### src/rtl/sdram_arbiter.sv
// sdram_arbiter: shares one SDRAM command/address/DQ bus between the init,
// auto-refresh, write and read sequencers. Refresh has priority over
// write/read, and write/read alternate when both are pending. Every hand-over
// passes through at least one NOP arbitration cycle. Each grant is a
// registered one-cycle pulse that falls on the first cycle of the new owner.
module sdram_arbiter #(
    parameter int unsigned ADDR_BITS = 12,
    parameter int unsigned BA_BITS   = 2,
    parameter int unsigned DQ_BITS   = 8
) (
    input  logic                 sdram_clk,
    input  logic                 rst_n,

    input  logic [3:0]           init_cmd,
    input  logic [ADDR_BITS-1:0] init_addr,
    input  logic                 init_done,

    input  logic                 aref_req,
    input  logic [3:0]           aref_cmd,
    input  logic                 aref_done,
    output logic                 aref_en,

    input  logic                 wr_req,
    input  logic [3:0]           wr_cmd,
    input  logic [ADDR_BITS-1:0] wr_addr,
    input  logic [BA_BITS-1:0]   wr_ba,
    input  logic [DQ_BITS-1:0]   wr_data,
    input  logic                 wr_done_all,
    input  logic                 wr_go_aref,
    output logic                 wr_en,

    input  logic                 rd_req,
    input  logic [3:0]           rd_cmd,
    input  logic [ADDR_BITS-1:0] rd_addr,
    input  logic [BA_BITS-1:0]   rd_ba,
    input  logic                 rd_done_all,
    input  logic                 rd_go_aref,
    output logic                 rd_en,

    output logic [3:0]           sdram_cmd,
    output logic [ADDR_BITS-1:0] sdram_addr,
    output logic [BA_BITS-1:0]   sdram_ba,
    output logic [DQ_BITS-1:0]   sdram_dq,
    output logic                 sdram_dq_oe
);

    localparam int unsigned     CMD_BITS = 4;
    localparam logic [CMD_BITS-1:0] CMD_NOP = 4'b0111;

    typedef enum logic [2:0] {
        ST_INIT  = 3'd0,
        ST_ARB   = 3'd1,
        ST_AREF  = 3'd2,
        ST_WRITE = 3'd3,
        ST_READ  = 3'd4
    } state_e;

    // Which of write/read owned the bus most recently; the other wins a tie.
    typedef enum logic {
        RW_READ  = 1'b0,
        RW_WRITE = 1'b1
    } rw_e;

    state_e state_q, state_d;
    rw_e    last_rw_q, last_rw_d;
    logic   aref_en_q, aref_en_d;
    logic   wr_en_q, wr_en_d;
    logic   rd_en_q, rd_en_d;

    // State, tie-break memory and grant pulse registers.
    always_ff @(posedge sdram_clk or negedge rst_n) begin
        if (!rst_n) begin
            state_q   <= ST_INIT;
            last_rw_q <= RW_READ;
            aref_en_q <= 1'b0;
            wr_en_q   <= 1'b0;
            rd_en_q   <= 1'b0;
        end else begin
            state_q   <= state_d;
            last_rw_q <= last_rw_d;
            aref_en_q <= aref_en_d;
            wr_en_q   <= wr_en_d;
            rd_en_q   <= rd_en_d;
        end
    end

    // Next-state: arbitrate in ARB, otherwise wait for the owner to release the bus.
    always_comb begin
        state_d   = state_q;
        last_rw_d = last_rw_q;
        aref_en_d = 1'b0;
        wr_en_d   = 1'b0;
        rd_en_d   = 1'b0;
        case (state_q)
            ST_INIT: begin
                if (init_done) begin
                    state_d = ST_ARB;
                end
            end
            ST_ARB: begin
                if (aref_req) begin
                    state_d   = ST_AREF;
                    aref_en_d = 1'b1;
                end else if (wr_req && rd_req) begin
                    if (last_rw_q == RW_READ) begin
                        state_d = ST_WRITE;
                        wr_en_d = 1'b1;
                    end else begin
                        state_d = ST_READ;
                        rd_en_d = 1'b1;
                    end
                end else if (wr_req) begin
                    state_d = ST_WRITE;
                    wr_en_d = 1'b1;
                end else if (rd_req) begin
                    state_d = ST_READ;
                    rd_en_d = 1'b1;
                end
            end
            ST_AREF: begin
                if (aref_done) begin
                    state_d = ST_ARB;
                end
            end
            ST_WRITE: begin
                last_rw_d = RW_WRITE;
                if (wr_done_all || wr_go_aref) begin
                    state_d = ST_ARB;
                end
            end
            ST_READ: begin
                last_rw_d = RW_READ;
                if (rd_done_all || rd_go_aref) begin
                    state_d = ST_ARB;
                end
            end
            default: begin
                state_d = ST_INIT;
            end
        endcase
    end

    // Pin mux: the current owner's command/address drives the bus, NOP otherwise.
    always_comb begin
        sdram_cmd   = CMD_NOP;
        sdram_addr  = '0;
        sdram_ba    = '0;
        sdram_dq_oe = 1'b0;
        case (state_q)
            ST_INIT: begin
                sdram_cmd  = init_cmd;
                sdram_addr = init_addr;
            end
            ST_AREF: begin
                sdram_cmd = aref_cmd;
            end
            ST_WRITE: begin
                sdram_cmd   = wr_cmd;
                sdram_addr  = wr_addr;
                sdram_ba    = wr_ba;
                sdram_dq_oe = 1'b1;
            end
            ST_READ: begin
                sdram_cmd  = rd_cmd;
                sdram_addr = rd_addr;
                sdram_ba   = rd_ba;
            end
            default: begin
                sdram_cmd = CMD_NOP;
            end
        endcase
    end

    assign sdram_dq = wr_data;
    assign aref_en  = aref_en_q;
    assign wr_en    = wr_en_q;
    assign rd_en    = rd_en_q;

    // At most one grant pulse may be high in any cycle.
    assert property (@(posedge sdram_clk) disable iff (!rst_n)
                     $onehot0({aref_en_q, wr_en_q, rd_en_q}));

endmodule

### config.mk
export PLATFORM = sky130hd
export DESIGN_NAME = sdram_arbiter
export DESIGN_NICKNAME = d
export VERILOG_FILES = /design/src/rtl/sdram_arbiter.sv
export SDC_FILE = /design/constraint.sdc
export NUM_CORES = 1
export LEC_CHECK = 0
export ABC_CLOCK_PERIOD_IN_PS = 1790
export CAP_MARGIN = 0
export CELL_PAD_IN_SITES_DETAIL_PLACEMENT = 1
export CELL_PAD_IN_SITES_GLOBAL_PLACEMENT = 1
export CORE_ASPECT_RATIO = 1.25
export CORE_UTILIZATION = 14
export DETAILED_ROUTE_END_ITERATION = 7
export GPL_TIMING_DRIVEN = 0
export MAX_ROUTING_LAYER = met4
export PLACE_DENSITY = 0.88
export SYNTH_ARGS = -nofsm -noshare
export SYNTH_HDL_FRONTEND = slang
export SYNTH_SLANG_ARGS = --single-unit
### constraint.sdc
create_clock -name sdram_clk -period 1.79 [get_ports sdram_clk]
set_clock_uncertainty 0.2 [all_clocks]
set_input_delay 0.179 -clock sdram_clk [delete_from_list [all_inputs] [get_ports sdram_clk]]
set_output_delay 0.179 -clock sdram_clk [all_outputs]
set_load 0.01 [all_outputs]
# Word-level counts from Yosys, hierarchy flattened
# Cells that the tools add are included.
[word_totals]
reg_bits = 7
inputBits = 75
output_inout_bits = 30
wordCells = 48
[op_classes]
eq_ne = 9
mux = 28
reduce_logical = 6
[ops]
columns = ["operator", "n"]
rows = [
  ["$pmux W12 S3", 1],
  ["$mux W3", 9],
  ["$pmux W4 S4", 1],
  ["$pmux W3 S5", 1],
  ["$mux W1", 14],
  ["$ne A2 B2 Y1 const B", 4],
  ["$eq A3 B2 Y1 const B", 2],
  ["$ne A5 B5 Y1 const B", 1],
  ["$reduce_and A5 Y1", 1],
  ["$pmux W2 S2", 1],
  ["$eq A3 B1 Y1 const B", 1],
  ["$eq A3 B3 Y1 const B", 1],
  ["$logic_not A3 Y1", 1],
  ["$logic_or A1 B1 Y1", 2],
  ["$pmux W1 S2", 1],
  ["$reduce_bool A2 Y1", 1],
  ["$logic_and A1 B1 Y1", 1],
]

# Depth between registers and ports, before layout
[logic_depth]
ltp_word = 5
mapped_depth = 5
ltp_nobuf = 3

# Least setup slack after synthesis
# OpenSTA, ideal clock, no wires.
[synth_timing]
path_kind = "register -> output"
start = "register state_q[1]"
end = "output port sdram_addr[0]"
arrival_ps = 1298
required_ps = 1411
path_slack_ps = 113
path_stages_with_launch = 6
n_path_buf = 2
cell_sequence = "dfrtp_1 > buf_2 > nor2_1 > buf_2 > a22oi_1 > o21ai_0"
[synth_via]
elab_chain_len = 2
word_cells_on_any_way = 4
classes_between = "eq/ne: 2; mux: 1; reduce/logical: 1"
[synth_rtl]
columns = ["element", "line_no", "text"]
rows = [
  ["start: declaration", "64", "state_e state_q, state_d;"],
  ["start signal: assignment", "79", "state_q <= state_d;"],
  ["$eq A3 B3 Y1 (tied with other cells)", "149", "case (state_q)"],
  ["$pmux W12 S3 (*)", "149", ""],
  ["end: declaration", "41", "output logic [ADDR_BITS-1:0] sdram_addr,"],
]
# Mark *: on every way between the ends. The rest lies on a longest branch, timed or not.

# Worst setup path after layout
[layout_timing]
start = "register state_q[1]"
end = "output port sdram_addr[5]"
# Same word-level chain as after synthesis.

==> results.ini <==
[worst_setup_path]
worstSetupStartpoint = state_q[1]
worstPathMaxFanout = 6
slowest_delay_ps = 400
path_cells = buf_6, nor3b_4, buf_6, buf_6, nand2_1, o21ai_1, buf_2
start_kind = register
worst-setup-path-type = reg2out
arrival_ps = 1560
r2r_start = state_q[2]
crit_path_end_kind = output port
cp_common_cell = buf_6
crit_slowest_cell = dfrtp_1
required_ps = 1410

[grt]
grt_pass1_wl_microns = 6382
use_met1_pct = 13.46
grt_use_met3_pct = 2.554
met2_usage_pct = 29.41
overflow = 0
antenna_found_initial = 0
grt_usage_pct = 15.08
grt_max_degree = 11
grt-busiest-layer = met2
grt_pass1_vias = 1390

[synth]
syn-num-nets = 181
ys_ff_latch = 7
syn_area_sq_um = 773.2
yosysWarningCount = 0
ys_types = 27
syn_area_per_cell_sq_um = 7.295
syn_inst = 106
synth_seq_area_share_pct = 22.65

[sta]
slew_viol_final = 0
slew_headroom_pct = 77.94
tightestPinTransition_ps = 326.3
fin_crit_ps = 1938
rsz0062_at_grt = yes
hold_viol_final = 0
worst_slack_ps = -147.6
period_share_pct = 108.2
max_freq_mhz = 516.1
setup_viol = 18
whs_ps = 19.53

[cells_and_area]
final_util_pct = 40.27
syn2layout_area_growth_pct = 170.2
diodes = 0
final_layout_size_suffix_gt1_share_pct = 36.89
fill_cells = 631
finalNetCount = 301

[floorplanning]
die_y_microns = 85.09
ioPinCount = 105
dieArea_sq_um = 5826
coreArea_sq_um = 5189
initial_utilization_pct = 14.90
rows = 29
die_w_microns = 68.47

[route]
drtPass1Iterations = 4
vias = 1310
drc = 0
via_per_inst = 4.564
avgRoutedWirePerCell_microns = 15.98
drt-total-wl_microns = 4586
ant_nets = 0
drt_iter0_drc = 22

[cts]
clk_pin_slew_ps = 40
clock_latency_ps = 230
htreeDepth = 1
cts_buffers = 3
clockRootBuffer = clkbuf_8
cts_tree = yes
ctsHoldBuffers = 0
cts.path.max_buffers = 2
clock_sinks = 7

[worst_hold_path]
min_path_type = in2async

[placed_design]
dp_hpwl_microns = 3357
io_buffers = 96
dp_slack_ps = -634.6
gp_congestion = 0.7048

[power]
p_total_mw = 2.306
power_leakage_nw = 0.8743
powerDensity_nw_per_um2 = 1103
ir_worst_vdd_mv = 0.3907

[flow_run]
drv_cap = 0

[status]
failed_checks = negative setup slack
status = complete, but fails checks

## critical path, delay by kind of cell (launching register included)
kind                   cells  cell delay, ps
AOI/OAI and AO/OA          1              60
buffers and inverters      4             570
DFF                        1             400
and+or+nand+nor            2             280
## through the flow
step	setup TNS (ps)	std cells	instance area [sq um]
after detailed placement	-9117	264	1812
after CTS	-1346	282	1992
after global placement	-8550	264	1812
after global routing	-3130	287	2090
after floorplan	0	106	773.2
final	-1749	287	2090
## layout make-up
class / count / area (sq um) / area share (%)
repair buffers: 115 / 1051 / 50.30
clock buffers: 4 / 45.04 / 2.156
well taps: 62 / 77.57 / 3.713
multi-input cells: 82 / 603.1 / 28.86
inverters: 1 / 3.754 / 0.1796
plain buffers: 16 / 131.4 / 6.287
flip-flops and latches: 7 / 177.7 / 8.503
## per-layer routing
layer / share of wire [%] / up-vias / wire, microns
met3: 9.5 / 8 / 435
met5: 0 / - / 0
met4: 1.9 / 0 / 85
met1: 34 / 601 / 1547
met2: 55 / 74 / 2517
li1: - / 627 / -
## registers in the layout, summed over array words and instances, names as in the netlist
signal     cells
last_rw_q      1
aref_en        1
rd_en          1
wr_en          1
state_q        3
## Yosys cell counts
master	number	area share, %
mux2_2	1	1.5
nor4b_1	1	1.1
nor4_1	1	0.81
a22o_1	2	2.3
dfrtp_1	7	23
and2_1	1	0.81
o22a_1	3	3.4
nor2_1	7	3.4
clkbuf_1	2	0.97
o21ai_1	1	0.65
nand2_1	18	8.7
mux2i_1	3	3.9
or4b_4	1	1.8
o21ai_0	16	10
nor3_1	2	1.3
nand2b_1	1	0.81
nor3b_2	1	1.6
o32ai_1	1	1.1
a211oi_1	1	0.97
a21oi_1	4	2.6
buf_2	6	3.9
a22oi_1	13	13
nor3b_1	1	0.97
a2bb2oi_1	2	2.3
inv_1	1	0.48
o311a_1	1	1.3
buf_4	8	7.8
## where the power goes
part           switching [mW]  internal, mW  leakage (nW)
clock network          0.0697         0.154        0.0228
registers              0.0671         0.208        0.0851
logic                   0.831         0.975         0.766
total                   0.968          1.34         0.874
## layout by cell type (no fill, tap or decap), types with 2 or more instances in the layout
cell,count
a22oi_2,4
a2bb2oi_2,2
o21ai_0,4
mux2i_1,3
nor2_4,2
nor2_1,5
a22oi_1,9
nand2_2,6
buf_4,21
dfrtp_1,5
a22o_1,2
o21ai_1,10
clkdlybuf4s50_1,77
dfrtp_2,2
clkbuf_8,3
nand2_4,2
nand2_1,10
a21oi_1,3
o22a_1,3
buf_2,17
buf_6,11
clkbuf_2,3
o21ai_2,3
## logic make-up (layout without fill, tap and decap cells)
| kind of cell | Yosys count | after routing | share of synthesized area, % |
|---|---|---|---|
| buffers and inverters | 17 | 136 | 13.11 |
| DFF | 7 | 7 | 22.65 |
| and+or+nand+nor | 34 | 34 | 21.36 |
| AOI/OAI and AO/OA | 44 | 44 | 37.54 |
| muxes | 4 | 4 | 5.340 |
## repair_timing
action | 4_1_cts | 5_1_grt
setup buffers | 12 | 6
gates resized for setup | 112 | 27
pin swaps | 6 | 10
setup endpoints to repair | 19 | 19
gates cloned | 2 | 0
## worst paths after layout
kind / to / slack [ps] / cells past startpoint
worst max-delay path: sdram_addr[5] / -150 / 7
worst max register to register: state_q[0] / 160 / 3
worst min register to register: last_rw_q / 390 / 2
min in group sdram_clk: state_q[2] / 380 / 2
max in group asynchronous: state_q[2] / 1100 / 1
worst min-delay path: state_q[1] / 20 / 1
Power figures use the tool's default switching activity.
==> edit (same flow settings) <==
Change the parameter `DQ_BITS` from 8 to 7.
--- a/src/rtl/sdram_arbiter.sv
+++ b/src/rtl/sdram_arbiter.sv
@@ -6,7 +6,7 @@
 module sdram_arbiter #(
     parameter int unsigned ADDR_BITS = 12,
     parameter int unsigned BA_BITS   = 2,
-    parameter int unsigned DQ_BITS   = 8
+    parameter int unsigned DQ_BITS   = 7
 ) (
     input  logic                 sdram_clk,
     input  logic                 rst_n,
Interface: changed (resized sdram_dq and wr_data); port bits go from 105 to 103. No check against the original RTL was run, so the function may have changed too.
==> edit against the original RTL <==
The flow still finishes with violations (negative setup slack); global-route usage shrank 0.58 points; synthesized area shrank 0.97%; die area shrank 0.94%; sequential cell count is the same; setup slack gained 22 ps; count of clock-buffer cells in the layout is the same; wire length shrank 7.3%; largest power group unchanged; fmax grew 1.1%; total power shrank 8.5%; final area shrank 6.5%; via count shrank 2.6%.
==> edit: results (changes against the original RTL) <==
metric,value,unit,change
status,"complete, but fails checks",,unchanged
failing checks,negative setup slack,,unchanged
dpl hpwl,3320,microns,was 3360 microns
Synth Flop Type,dfrtp_1,,unchanged
Placed Cells,262,,was 264
"top cells by area, synth","dfrtp_1, a22oi_1, o21ai_0",,unchanged
layout cells sized above 1,0.312,,was 0.369
leak pwr,0.803,nW,was 0.874 nW
DR iter-0 viols,29,,was 22
most frequent cells after synthesis,"nand2_1, o21ai_0, a22oi_1",,"was nand2_1, o21ai_0, a22oi_1, buf_4"
Setup Viol. Count Final,18,,unchanged
met2 Usage GRT,0.283,,was 0.294
CP peak stage delay,440,ps,was 400 ps
R2R Setup Slk,140,ps,was 160 ps
# diodes,0,,unchanged
flip-flop count of the largest register after layout,3,,unchanged
net switching power figure,896,uW,was 968 uW
met1 Track Usage GR,0.128,,was 0.135
placed inst area,1790,sq um,was 1810 sq um
CTS tree,yes,,unchanged
drt via density,4.61,,was 4.56
Top delay family on crit path,flip-flops,,was buffers and inverters
worst slew margin relative to its limit,0.792,,was 0.779
reg2reg end,state_q[0]$_DFFE_PN0P_,,unchanged
filler cell count,627,,was 631
Crit Reg-Reg Startpoint,state_q[2]$_DFFE_PN0P_,,unchanged
"Seq/Total Area, Yosys",0.229,,was 0.227
via count,1276,,was 1310
worst setup margin,-126,ps,was -148 ps
met3 Use GR,0.0299,,was 0.0255
Buffers on Ports,95,,was 96
RePlAce Congestion,0.711,,was 0.705
WHS,2.45,ps,was 19.5 ps
1st-pass router iterations,4,,unchanged
first-pass GRT wire length,6130,microns,was 6380 microns
clk_lat worst skew,230,ps,about the same
setup_tns,-1400,ps,was -1750 ps
DR WL/cell,15.4,microns,was 16.0 microns
Overall Global Routing Usage,0.145,,was 0.151
Avg Inst Size Synth,7.29,sq um,about the same
Worst Path Max Fanout,5,,was 6
NumNets Final,290,,was 301
"slowest stage cell, crit path",dfrtp_2,,was dfrtp_1
CTS buffer count,3,,unchanged
syn nets,179,,was 181
Peak VDD IR,0.265,mV,was 0.391 mV
==> edit: kinds of logic (layout without fill, tap and decap cells) <==
family,count (synthesis),count (layout),synth area share
and+or+nand+nor,34,34,0.216
AOI/OAI and AO/OA,44,44,0.379
muxes,4,4,0.0539
DFF,7,7,0.229
buffers and inverters,16,126,0.123
==> edit: power groups by stage <==
stage | Clock, mW | Combinational (mW) | Sequential (mW)
floorplan | 0 | 0.709 | 0.244
global placement | 0 | 1.44 | 0.249
detailed placement | 0 | 1.47 | 0.251
CTS | 0.230 | 1.55 | 0.256
global route | 0.238 | 1.76 | 0.265
finish | 0.227 | 1.62 | 0.258
==> edit: metrics by stage <==
| stage | utilization | setup slack, ps |
|---|---|---|
| after floorplan | - | 113 |
| after global placement | 0.348 | -579 |
| after detailed placement | 0.348 | -631 |
| after CTS | 0.370 | -141 |
| after global routing | 0.379 | -194 |
| final | 0.379 | -126 |
==> edit: what timing repair did <==
item | CTS | global route
cloned | 1 | 0
setup buffers | 5 | 5
resized for setup | 109 | 13
setup endpoints to repair | 19 | 19
pin swaps | 11 | 13
==> edit: area by class of cell <==
type | count | area, sq um | share of cell area
Buffer | 15 | 123 | 0.0628
Tap cell | 62 | 77.6 | 0.0397
Timing Repair Buffer | 106 | 957 | 0.490
Inverter | 1 | 3.75 | 0.00192
Clock buffer | 4 | 45.0 | 0.0231
Multi-Input combinational cell | 82 | 569 | 0.291
Sequential cell | 7 | 178 | 0.0910
==> edit: how the worst max path moves through the flow <==
stage / startpoint / to / slack [ps] / cells after the start
6_report: state_q[0]$_DFFE_PN0P_ / sdram_cmd[0] / -130 / 6
3_3_place_gp: state_q[1]$_DFFE_PN0P_ / sdram_addr[11] / -580 / 6
5_1_grt: state_q[0]$_DFFE_PN0P_ / sdram_cmd[0] / -190 / 6
2_1_floorplan: state_q[1]$_DFFE_PN0P_ / sdram_addr[0] / 110 / 5
3_5_place_dp: state_q[1]$_DFFE_PN0P_ / sdram_addr[3] / -630 / 6
4_1_cts: state_q[0]$_DFFE_PN0P_ / sdram_addr[1] / -140 / 6
==> edit: worst reg2reg max path: cells and delay by family, from the launching register on <==
| family | cells | cell delay (ps) |
|---|---|---|
| simple gates | 1 | 590 |
| flops | 1 | 470 |
| compound gates | 2 | 320 |
==> edit: routing by layer <==
metal  vias up  share of wire
li1        605              -
met1       594           0.33
met2        70           0.54
met3         7           0.11
met4         0          0.018
met5         -              0
